## config.mk

```make
export PLATFORM = sky130hd
export DESIGN_NAME = rv32im_seq_alu
export DESIGN_NICKNAME = d
export VERILOG_FILES = /design/src/rtl/rv32im_alu_pkg.sv /design/src/rtl/rv32im_muldiv_iter.sv /design/src/rtl/rv32im_seq_alu.sv
export SDC_FILE = /design/constraint.sdc
export NUM_CORES = 2
export LEC_CHECK = 0
export ABC_AREA = 1
export BUFFER_PORTS_ARGS = -buffer_cell sky130_fd_sc_hd__buf_2
export CAP_MARGIN = 10
export CORE_MARGIN = 1.5
export CORE_UTILIZATION = 42
export DETAILED_ROUTE_END_ITERATION = 10
export PLACE_DENSITY = 0.65
export SETUP_SLACK_MARGIN = 0.3
export SYNTH_ARGS = -nofsm -noshare
export SYNTH_HDL_FRONTEND = slang
export SYNTH_SLANG_ARGS = --single-unit
```

## constraint.sdc

```tcl
create_clock -name clk -period 7.05 [get_ports clk]
set_input_delay 1.7625 -clock clk [delete_from_list [all_inputs] [get_ports clk]]
set_output_delay 1.7625 -clock clk [all_outputs]
set_load 0.1 [all_outputs]
```

## src/rtl/rv32im_alu_pkg.sv

```systemverilog
// Shared op codes, FSM state type and op classification for the RV32IM sequential ALU.
// Latency: n/a (declarations only).
// Backpressure: n/a.
package rv32im_alu_pkg;

    // Single-cycle RV32I ops
    localparam int unsigned OP_ADD    = 1;
    localparam int unsigned OP_SUB    = 2;
    localparam int unsigned OP_SLT    = 3;
    localparam int unsigned OP_SLTU   = 4;
    localparam int unsigned OP_BEQ    = 5;
    localparam int unsigned OP_BNE    = 6;
    localparam int unsigned OP_BLT    = 7;
    localparam int unsigned OP_BGE    = 8;
    localparam int unsigned OP_BLTU   = 9;
    localparam int unsigned OP_BGEU   = 10;
    localparam int unsigned OP_AND    = 11;
    localparam int unsigned OP_OR     = 12;
    localparam int unsigned OP_XOR    = 13;
    localparam int unsigned OP_SLL    = 14;
    localparam int unsigned OP_SRL    = 15;
    localparam int unsigned OP_SRA    = 16;

    // Iterative M-extension ops
    localparam int unsigned OP_MUL    = 17;
    localparam int unsigned OP_MULH   = 18;
    localparam int unsigned OP_MULHSU = 19;
    localparam int unsigned OP_MULHU  = 20;
    localparam int unsigned OP_DIV    = 21;
    localparam int unsigned OP_DIVU   = 22;
    localparam int unsigned OP_REM    = 23;
    localparam int unsigned OP_REMU   = 24;

    typedef enum logic [1:0] {
        S_IDLE = 2'd0,
        S_CALC = 2'd1,
        S_DONE = 2'd2
    } state_t;

    // True for ops that go through the multi-cycle mul/div engine
    function automatic logic is_muldiv(input int unsigned code);
        return (code >= OP_MUL) && (code <= OP_REMU);
    endfunction

endpackage

```

## src/rtl/rv32im_muldiv_iter.sv

```systemverilog
// Radix-2 shift-add multiplier and restoring divider on sign-magnitude operands.
// Latency: WIDTH cycles of iteration after start; done is high during the last one.
// Backpressure: none; result holds in registers until the next start, abort drops busy.
module rv32im_muldiv_iter
    import rv32im_alu_pkg::*;
#(
    parameter int WIDTH = 32
) (
    input  logic             clk,
    input  logic             rst_n,
    input  logic             start,
    input  logic             abort,
    input  logic [31:0]      op_code,
    input  logic [WIDTH-1:0] a,
    input  logic [WIDTH-1:0] b,
    output logic             busy,
    output logic             done,
    output logic [WIDTH-1:0] result
);

    localparam logic [WIDTH-1:0] LAST = WIDTH'(WIDTH - 1);

    function automatic logic [WIDTH-1:0] mag(input logic [WIDTH-1:0] v);
        return v[WIDTH-1] ? (~v + 1'b1) : v;
    endfunction

    logic [WIDTH-1:0] acc;    // product high half / partial remainder
    logic [WIDTH-1:0] lo;     // multiplier bits / dividend bits becoming quotient
    logic [WIDTH-1:0] opnd;   // multiplicand / divisor magnitude
    logic [WIDTH-1:0] a_q;    // raw dividend, returned as remainder on divide by zero
    logic [WIDTH-1:0] count;
    logic             is_mul_q;
    logic             want_hi_q;
    logic             want_rem_q;
    logic             neg_q;
    logic             div0_q;

    logic [WIDTH-1:0] ld_lo;
    logic [WIDTH-1:0] ld_opnd;
    logic             ld_neg;

    logic [WIDTH:0]   mul_sum;
    logic [WIDTH:0]   rem_sh;
    logic [WIDTH-1:0] rem_sub;
    logic             rem_ge;

    logic [2*WIDTH-1:0] prod_s;
    logic [WIDTH-1:0]   quo_s;
    logic [WIDTH-1:0]   rem_s;

    // Operand preparation: strip signs so the datapath only handles magnitudes
    always_comb begin
        ld_lo   = b;
        ld_opnd = a;
        ld_neg  = 1'b0;
        case (op_code)
            OP_MULH: begin
                ld_lo   = mag(b);
                ld_opnd = mag(a);
                ld_neg  = a[WIDTH-1] ^ b[WIDTH-1];
            end
            OP_MULHSU: begin
                ld_opnd = mag(a);
                ld_neg  = a[WIDTH-1];
            end
            OP_DIV: begin
                ld_lo   = mag(a);
                ld_opnd = mag(b);
                ld_neg  = a[WIDTH-1] ^ b[WIDTH-1];
            end
            OP_DIVU, OP_REMU: begin
                ld_lo   = a;
                ld_opnd = b;
            end
            OP_REM: begin
                ld_lo   = mag(a);
                ld_opnd = mag(b);
                ld_neg  = a[WIDTH-1];
            end
            default: ;
        endcase
    end

    // One iteration step for each engine
    always_comb begin
        mul_sum = {1'b0, acc} + (lo[0] ? {1'b0, opnd} : '0);
        rem_sh  = {acc, lo[WIDTH-1]};
        rem_ge  = rem_sh >= {1'b0, opnd};
        rem_sub = rem_sh[WIDTH-1:0] - opnd;
    end

    // Sign fix-up and special-case selection of the final result
    always_comb begin
        prod_s = neg_q ? -{acc, lo} : {acc, lo};
        quo_s  = neg_q ? -lo : lo;
        rem_s  = neg_q ? -acc : acc;
        if (is_mul_q)
            result = want_hi_q ? prod_s[2*WIDTH-1:WIDTH] : prod_s[WIDTH-1:0];
        else if (div0_q)
            result = want_rem_q ? a_q : '1;
        else
            result = want_rem_q ? rem_s : quo_s;
    end

    assign done = busy && (count == LAST);

    // Load on start, iterate while busy, stop after WIDTH steps or on abort
    always_ff @(posedge clk or negedge rst_n) begin
        if (!rst_n) begin
            acc        <= '0;
            lo         <= '0;
            opnd       <= '0;
            a_q        <= '0;
            count      <= '0;
            busy       <= 1'b0;
            is_mul_q   <= 1'b0;
            want_hi_q  <= 1'b0;
            want_rem_q <= 1'b0;
            neg_q      <= 1'b0;
            div0_q     <= 1'b0;
        end else if (abort) begin
            busy  <= 1'b0;
            count <= '0;
        end else if (start) begin
            acc        <= '0;
            lo         <= ld_lo;
            opnd       <= ld_opnd;
            a_q        <= a;
            count      <= '0;
            busy       <= 1'b1;
            is_mul_q   <= (op_code >= OP_MUL) && (op_code <= OP_MULHU);
            want_hi_q  <= (op_code != OP_MUL);
            want_rem_q <= (op_code == OP_REM) || (op_code == OP_REMU);
            neg_q      <= ld_neg;
            div0_q     <= (b == '0);
        end else if (busy) begin
            if (is_mul_q) begin
                acc <= mul_sum[WIDTH:1];
                lo  <= {mul_sum[0], lo[WIDTH-1:1]};
            end else begin
                acc <= rem_ge ? rem_sub : rem_sh[WIDTH-1:0];
                lo  <= {lo[WIDTH-2:0], rem_ge};
            end
            count <= count + 1'b1;
            if (done)
                busy <= 1'b0;
        end
    end

endmodule

```

## src/rtl/rv32im_seq_alu.sv

```systemverilog
// RV32I ALU plus iterative RV32M mul/div behind a valid/ready handshake, one op in flight.
// Latency: 1 cycle for base and illegal ops, WIDTH+1 cycles for mul/div ops.
// Backpressure: result held in DONE until out_ready; no new op accepted until back in IDLE.
module rv32im_seq_alu
    import rv32im_alu_pkg::*;
#(
    parameter int WIDTH = 32,
    parameter int OPW   = 6
) (
    input  logic             clk,
    input  logic             rst_n,
    input  logic             in_valid,
    output logic             in_ready,
    input  logic [WIDTH-1:0] a,
    input  logic [WIDTH-1:0] b,
    input  logic [OPW-1:0]   op,
    input  logic             kill,
    output logic             out_valid,
    input  logic             out_ready,
    output logic [WIDTH-1:0] res,
    output logic             taken,
    output logic             illegal
);

    localparam int SHW = $clog2(WIDTH);

    state_t           state;
    state_t           state_nxt;
    logic [31:0]      op_i;
    logic             accept;
    logic             op_md;
    logic [SHW-1:0]   sh;
    logic             lt_s;
    logic             lt_u;

    logic [WIDTH-1:0] sc_res;
    logic             sc_taken;
    logic             sc_illegal;

    logic [WIDTH-1:0] res_q;
    logic             taken_q;
    logic             illegal_q;
    logic             md_sel_q;

    logic             md_busy;
    logic             md_done;
    logic [WIDTH-1:0] md_res;

    assign op_i      = 32'(op);
    assign op_md     = is_muldiv(op_i);
    assign in_ready  = (state == S_IDLE);
    assign out_valid = (state == S_DONE);
    assign accept    = in_valid && in_ready && !kill;
    assign sh        = b[SHW-1:0];
    assign lt_s      = $signed(a) < $signed(b);
    assign lt_u      = a < b;

    rv32im_muldiv_iter #(.WIDTH(WIDTH)) u_muldiv (
        .clk     (clk),
        .rst_n   (rst_n),
        .start   (accept && op_md),
        .abort   (kill),
        .op_code (op_i),
        .a       (a),
        .b       (b),
        .busy    (md_busy),
        .done    (md_done),
        .result  (md_res)
    );

    // Single-cycle datapath, evaluated straight off the inputs at acceptance
    always_comb begin
        sc_res     = '0;
        sc_taken   = 1'b0;
        sc_illegal = 1'b0;
        case (op_i)
            OP_ADD:  sc_res = a + b;
            OP_SUB:  sc_res = a - b;
            OP_SLT:  sc_res = {{(WIDTH-1){1'b0}}, lt_s};
            OP_SLTU: sc_res = {{(WIDTH-1){1'b0}}, lt_u};
            OP_BEQ:  sc_taken = (a == b);
            OP_BNE:  sc_taken = (a != b);
            OP_BLT:  sc_taken = lt_s;
            OP_BGE:  sc_taken = !lt_s;
            OP_BLTU: sc_taken = lt_u;
            OP_BGEU: sc_taken = !lt_u;
            OP_AND:  sc_res = a & b;
            OP_OR:   sc_res = a | b;
            OP_XOR:  sc_res = a ^ b;
            OP_SLL:  sc_res = a << sh;
            OP_SRL:  sc_res = a >> sh;
            OP_SRA:  sc_res = $signed(a) >>> sh;
            default: sc_illegal = !op_md;
        endcase
    end

    // Next-state logic; kill overrides acceptance and the output handshake
    always_comb begin
        state_nxt = state;
        case (state)
            S_IDLE: if (accept) state_nxt = op_md ? S_CALC : S_DONE;
            S_CALC: if (md_done) state_nxt = S_DONE;
            S_DONE: if (out_ready) state_nxt = S_IDLE;
            default: state_nxt = S_IDLE;
        endcase
        if (kill)
            state_nxt = S_IDLE;
    end

    // State register
    always_ff @(posedge clk or negedge rst_n) begin
        if (!rst_n)
            state <= S_IDLE;
        else
            state <= state_nxt;
    end

    // Result capture at acceptance; mul/div results are read from the engine instead
    always_ff @(posedge clk or negedge rst_n) begin
        if (!rst_n) begin
            res_q     <= '0;
            taken_q   <= 1'b0;
            illegal_q <= 1'b0;
            md_sel_q  <= 1'b0;
        end else if (accept) begin
            res_q     <= op_md ? '0 : sc_res;
            taken_q   <= op_md ? 1'b0 : sc_taken;
            illegal_q <= op_md ? 1'b0 : sc_illegal;
            md_sel_q  <= op_md;
        end
    end

    assign res     = md_sel_q ? md_res : res_q;
    assign taken   = taken_q;
    assign illegal = illegal_q;

endmodule
```

Word-level counts from Yosys, hierarchy flattened
Index checks and enable logic that the tools add are counted.

Bits of input ports: 75. Output and inout port bits: 36. Register bits: 203.

Mux-type cells: 41. Shift-type cells: 3. Add/sub/neg operators: 10. Order comparisons: 6. Reduce and logical (&&, ||, !) cells: 24. Bitwise logic cells: 7. Equality and inequality tests: 31.

Operator list (number): $mux W32 (22); $pmux W32 S10 (1); $pmux W32 S3 (2); $add A32 B1 Y32 const B (3); $lt A32 B32 Y1 (2); $mux W64 (1); $neg A32 Y32 (2); $neg A64 Y64 (1); $not A32 Y32 (2); $sub A32 B32 Y32 (2); $eq A6 B4 Y1 const B (8); $eq A6 B5 Y1 const B (7); $add A32 B33 Y33 (1); $ge A33 B32 Y1 (1); $add A32 B32 Y32 (1); $and A32 B32 Y32 (1); $eq A32 B32 Y1 (1); $eq A32 B5 Y1 const B (1); $logic_not A32 Y1 (1); $ne A32 B32 Y1 (1); $or A32 B32 Y32 (1); $shl A32 B5 Y32 (1); $shr A32 B5 Y32 (1); $sshr A32 B5 Y32 (1); 29 further kinds (57).

Logic depth before layout (Yosys ltp)
Depth in word-level cells: 6. Mapped depth: 20. Mapped depth without buffers: 18.

Cells and area by module
Synthesis repeated with hierarchy kept, for this count alone.

Cells, all modules: 6504. Area total of the unflattened synthesis: 33935.0 sq um.

Modules (own cells, without submodules): rv32im_muldiv_iter (area each 21798.4 sq um, sequential area each 4154.0 sq um, cells each 4093, times used 1); rv32im_seq_alu (area each 12136.6 sq um, sequential area each 925.9 sq um, cells each 2411, times used 1).

Least setup slack after synthesis
No wires, ideal clock.

Kind: reg2out. From: register u_muldiv.lo[0]. To: output res[4]. Setup slack: 1.950 ns. Arrival: 3.337 ns. Buffers on the path: 1. Cell stages (with the launch flop): 13. Cells stage by stage: dfrtp_1 clkbuf_1 inv_2 ha_1 nand3_1 nor2_1 nand3_1 nand2_1 nand2_1 xor2_1 nand2_1 o211ai_1 a21oi_1.

Longest elaborated chain between the ends: 6.

Ends and longest elaborated chain: start: declaration (RTL line rv32im_muldiv_iter.sv:28) `logic [WIDTH-1:0] lo;`; start signal: assignment (RTL line rv32im_muldiv_iter.sv:126) `lo <= ld_lo;`; start signal: assignment (RTL line rv32im_muldiv_iter.sv:139) `lo <= {mul_sum[0], lo[WIDTH-1:1]};`; start signal: assignment (RTL line rv32im_muldiv_iter.sv:142) `lo <= {lo[WIDTH-2:0], rem_ge};`; $neg A32 Y32 (RTL line rv32im_muldiv_iter.sv:95) `quo_s = neg_q ? -lo : lo;`; $mux W32 (RTL line rv32im_muldiv_iter.sv:95); $mux W32 (RTL line rv32im_muldiv_iter.sv:102) `result = want_rem_q ? rem_s : quo_s;`; $mux W32 (RTL line rv32im_muldiv_iter.sv:99) `else if (div0_q)`; $mux W32 (*) (RTL line rv32im_muldiv_iter.sv:97) `if (is_mul_q)`; $mux W32 (*) (RTL line rv32im_seq_alu.sv:133) `assign res = md_sel_q ? md_res : res_q;`; end: declaration (RTL line rv32im_seq_alu.sv:20) `output logic [WIDTH-1:0] res,`.

Mark *: on every way between the ends. The rest lies on a longest branch, timed or not.

Worst setup path after layout
From: register u_muldiv.lo[1]. To: output res[2].

The elaborated chain is that of the path after synthesis.

==> out/metrics.cfg <==
[critical_path]
path_cells = inv_1 -> ha_1 -> nand3_1 -> nor2_1 -> nand4_1 -> nand2_1 -> o21ai_0 -> xor2_1 -> nand2_1 -> nand2_1 -> a21oi_1 -> buf_2
reg2regPathDepth = 12
reg2reg_from = u_muldiv.opnd[27]
cp_common_cell = nand2_1
crit_family = simple AND/OR/NAND/NOR gates
setup.worst_path.end = res[2]
cp-startpoint = u_muldiv.lo[1]
required_ps = 5290
crit_slowest_cell = nor2_1
critical_path_depth = 12
cp_max_fo = 7
worst_path_largest_cell_delay_ps = 510
worstSetupPathType = flop to output pin
end_kind = output pin
worstPathArrival_ps = 4140
r2r-end = u_muldiv.acc[6]
startpoint_type = flop
crit_buf_inv = 2
rrSetupSlack_ps = 2940

[clock_network]
postCtsSetupBuffers = 0
ctsHtreeMaxLevel = 1
clkLatencyLatePin_ps = 610
ctsHoldBuffers = 0
cts-resized-gates = 0
numCtsBuffers = 27
cts_sinks = 203
cts-root-buf = clkbuf_16
cts.path.max_buffers = 3
cts_tree = built
clkSlewWorstSetupHoldPaths_ps = 70

[die]
dieHeight_microns = 278
io_pins = 111
die_area_sq_um = 77100
start_util = 0.425
num_rows = 100
fp.coreArea_sq_um = 74600
die_w_microns = 278

[routing]
wl_per_cell_microns = 24.6
drc = 0
ant_nets = 0
drt_iter0_markers = 6052
num_vias = 41529
wl_mm = 168
firstDrtPassIters = 10
viasPerCell = 6.09

[power]
vdd_drop_max_mv = 0.256
swShare = 0.603
p_clk_frac = 0.142
p_switching_w = 0.00631
seq_power_share = 0.217
pwr-share-comb = 0.641
p_int_w = 0.00416
leakage_nw = 17.4
powerDensity_nw_per_um2 = 309

[logic_synthesis]
seq_area_frac_synth = 0.160
ys_async_sr_fraction = 1.00
yosysUniqueCellTypes = 49
yosys_warnings = 0
synth.top_cell.area_share = 0.236
synth_area_per_cell_sq_um = 5.39
syn-cell-area_sq_um = 31700
synth_edf_count = 0
netlist_instances = 5880
syn-num-nets = 6128
ys_ff_latch = 203
post-synth-top-area-cell = nand2_1
synth_commonest_cells = nand2_1, nand3_1, inv_1
ys_top_cells_by_area = nand2_1, dfrtp_1, nand3_1, inv_1, nor2_1
synth.most_common_cell = nand2_1
ys.flop_type = dfrtp_1

[timing]
slew_headroom = 0.273
layout_min_cycle_time_ps = 5900
setup_viol = 0
rsz0062_at_grt = false
final-hold-violation-count = 0
fin_tns_setup_ps = 0
tightest_slew_ps = 1090
fmax_mhz = 169
drv_slew = 0
fin_crit_sh = 0.837
whs_ps = 482
skew_ps = 33.2

[finish]
instances_no_fill = 6821
fillerInstances = 8301
syn2layout_area_growth_pct = 6.79
drive_gt1_frac = 0.0434
final_nets = 6077

[placed_design]
gp_congestion = 1.17
dpl.hpwl_mm = 131
port-buffer-count = 110
dpl.cell_count = 6769

[grt]
grt.overflow.total = 0
grt_pass1_wl_mm = 244
grt_use_total = 0.420
grt_max_degree = 157
antenna_found_initial = 4
grt_pass1_vias = 37792

[run_status]
status = complete, no violations

[worst_hold_path]
holdPathStages = 2
hp-class = flop to flop

[job]
drv_cap = 0

-- power by group through the flow --
stage                     logic (W)  registers, W  clock network [W]
final                       0.00671       0.00227            0.00149
after global routing        0.00725       0.00224            0.00153
after CTS                   0.00643       0.00218            0.00148
after detailed placement    0.00640       0.00220                  0
after global placement      0.00639       0.00220                  0
after floorplan             0.00451       0.00179                  0
-- flip-flops by register name (all words and copies together), names as in the netlist --
name	flops
illegal	1
md_sel_q	1
res_q	32
state	2
taken	1
u_muldiv.a_q	32
u_muldiv.acc	32
u_muldiv.busy	1
u_muldiv.count	32
u_muldiv.div0_q	1
u_muldiv.is_mul_q	1
u_muldiv.lo	32
u_muldiv.neg_q	1
u_muldiv.opnd	32
u_muldiv.want_hi_q	1
u_muldiv.want_rem_q	1
-- per-layer routing --
| metal | GRT usage | share of wire |
|---|---|---|
| met5 | 0 | 0.00017 |
| met4 | 0.326 | 0.095 |
| met3 | 0.0975 | 0.13 |
| met2 | 0.602 | 0.39 |
| met1 | 0.543 | 0.38 |
-- final cells by class --
| cell class | instances | area [sq um] | area share |
|---|---|---|---|
| inverter | 659 | 2470 | 0.0731 |
| clock inverter | 18 | 198 | 0.00585 |
| multi-input combinational | 4775 | 23200 | 0.685 |
| tap | 969 | 1210 | 0.0358 |
| clock buffer | 31 | 711 | 0.0210 |
| antenna | 3 | 7.51 | 0.000222 |
| timing repair buffer | 163 | 971 | 0.0287 |
| sequential | 203 | 5080 | 0.150 |
-- per-stage QoR --
stage	instance area [sq um]	power, W	setup slack, ps	utilization
after floorplan	31700	0.00630	1950	-
after global placement	32900	0.00860	1910	0.441
after detailed placement	32900	0.00860	1920	0.441
after CTS	33800	0.0101	1300	0.453
after global routing	33800	0.0110	1180	0.453
final	33800	0.0105	1150	0.454
-- how the worst min path moves through the flow --
stage                                start          endpoint  slack (ps)
after global routing      u_muldiv.a_q[28]  u_muldiv.a_q[28]         510
after global placement    u_muldiv.a_q[28]  u_muldiv.a_q[28]         460
after detailed placement  u_muldiv.a_q[18]  u_muldiv.a_q[18]         470
after floorplan            u_muldiv.a_q[0]   u_muldiv.a_q[0]         450
final                     u_muldiv.a_q[18]  u_muldiv.a_q[18]         480
after CTS                 u_muldiv.a_q[18]  u_muldiv.a_q[18]         480
-- cells in the final DEF, fill, tap and decap left out, drive strengths merged, types with 4 or more instances in the layout --
cell type,Yosys,routed
o211ai,52,52
xor2,96,96
nor3,69,69
nand3b,24,24
and2,16,16
o22ai,72,72
fa,4,4
xnor2,17,17
buf,82,163
nand4,101,101
a22oi,13,13
clkinvlp,0,4
o2111ai,8,8
o21a,5,5
o21bai,24,24
inv,650,652
a31oi,5,5
nor2,606,606
o221ai,6,6
clkinv,9,18
a211oi,5,5
clkbuf,161,31
dfrtp,203,203
nor4,14,14
or2,12,12
nand3,754,754
ha,169,169
a21oi,342,342
nand2,1996,1996
o21ai,347,347
-- cell families (layout without fill, tap and decap cells) --
| group | after synthesis | after routing | share of synthesized area |
|---|---|---|---|
| flops | 203 | 203 | 0.160 |
| mux | 1 | 1 | 0.000316 |
| fa+ha+maj | 173 | 173 | 0.0693 |
| simple gates | 3594 | 3594 | 0.474 |
| compound gates | 894 | 894 | 0.156 |
| other cells | 0 | 3 | 0 |
| xor+xnor | 113 | 113 | 0.0313 |
| buf+inv | 902 | 871 | 0.109 |
-- worst reg2reg max path: cells and delay by family (launching register included) --
family / cells / cell delay [ps]
adders and majority gates: 1 / 410
buffers and inverters: 3 / 730
DFF: 1 / 660
AOI/OAI and AO/OA: 3 / 1110
and+or+nand+nor: 5 / 1070
(Power assumes the default switching activity.)
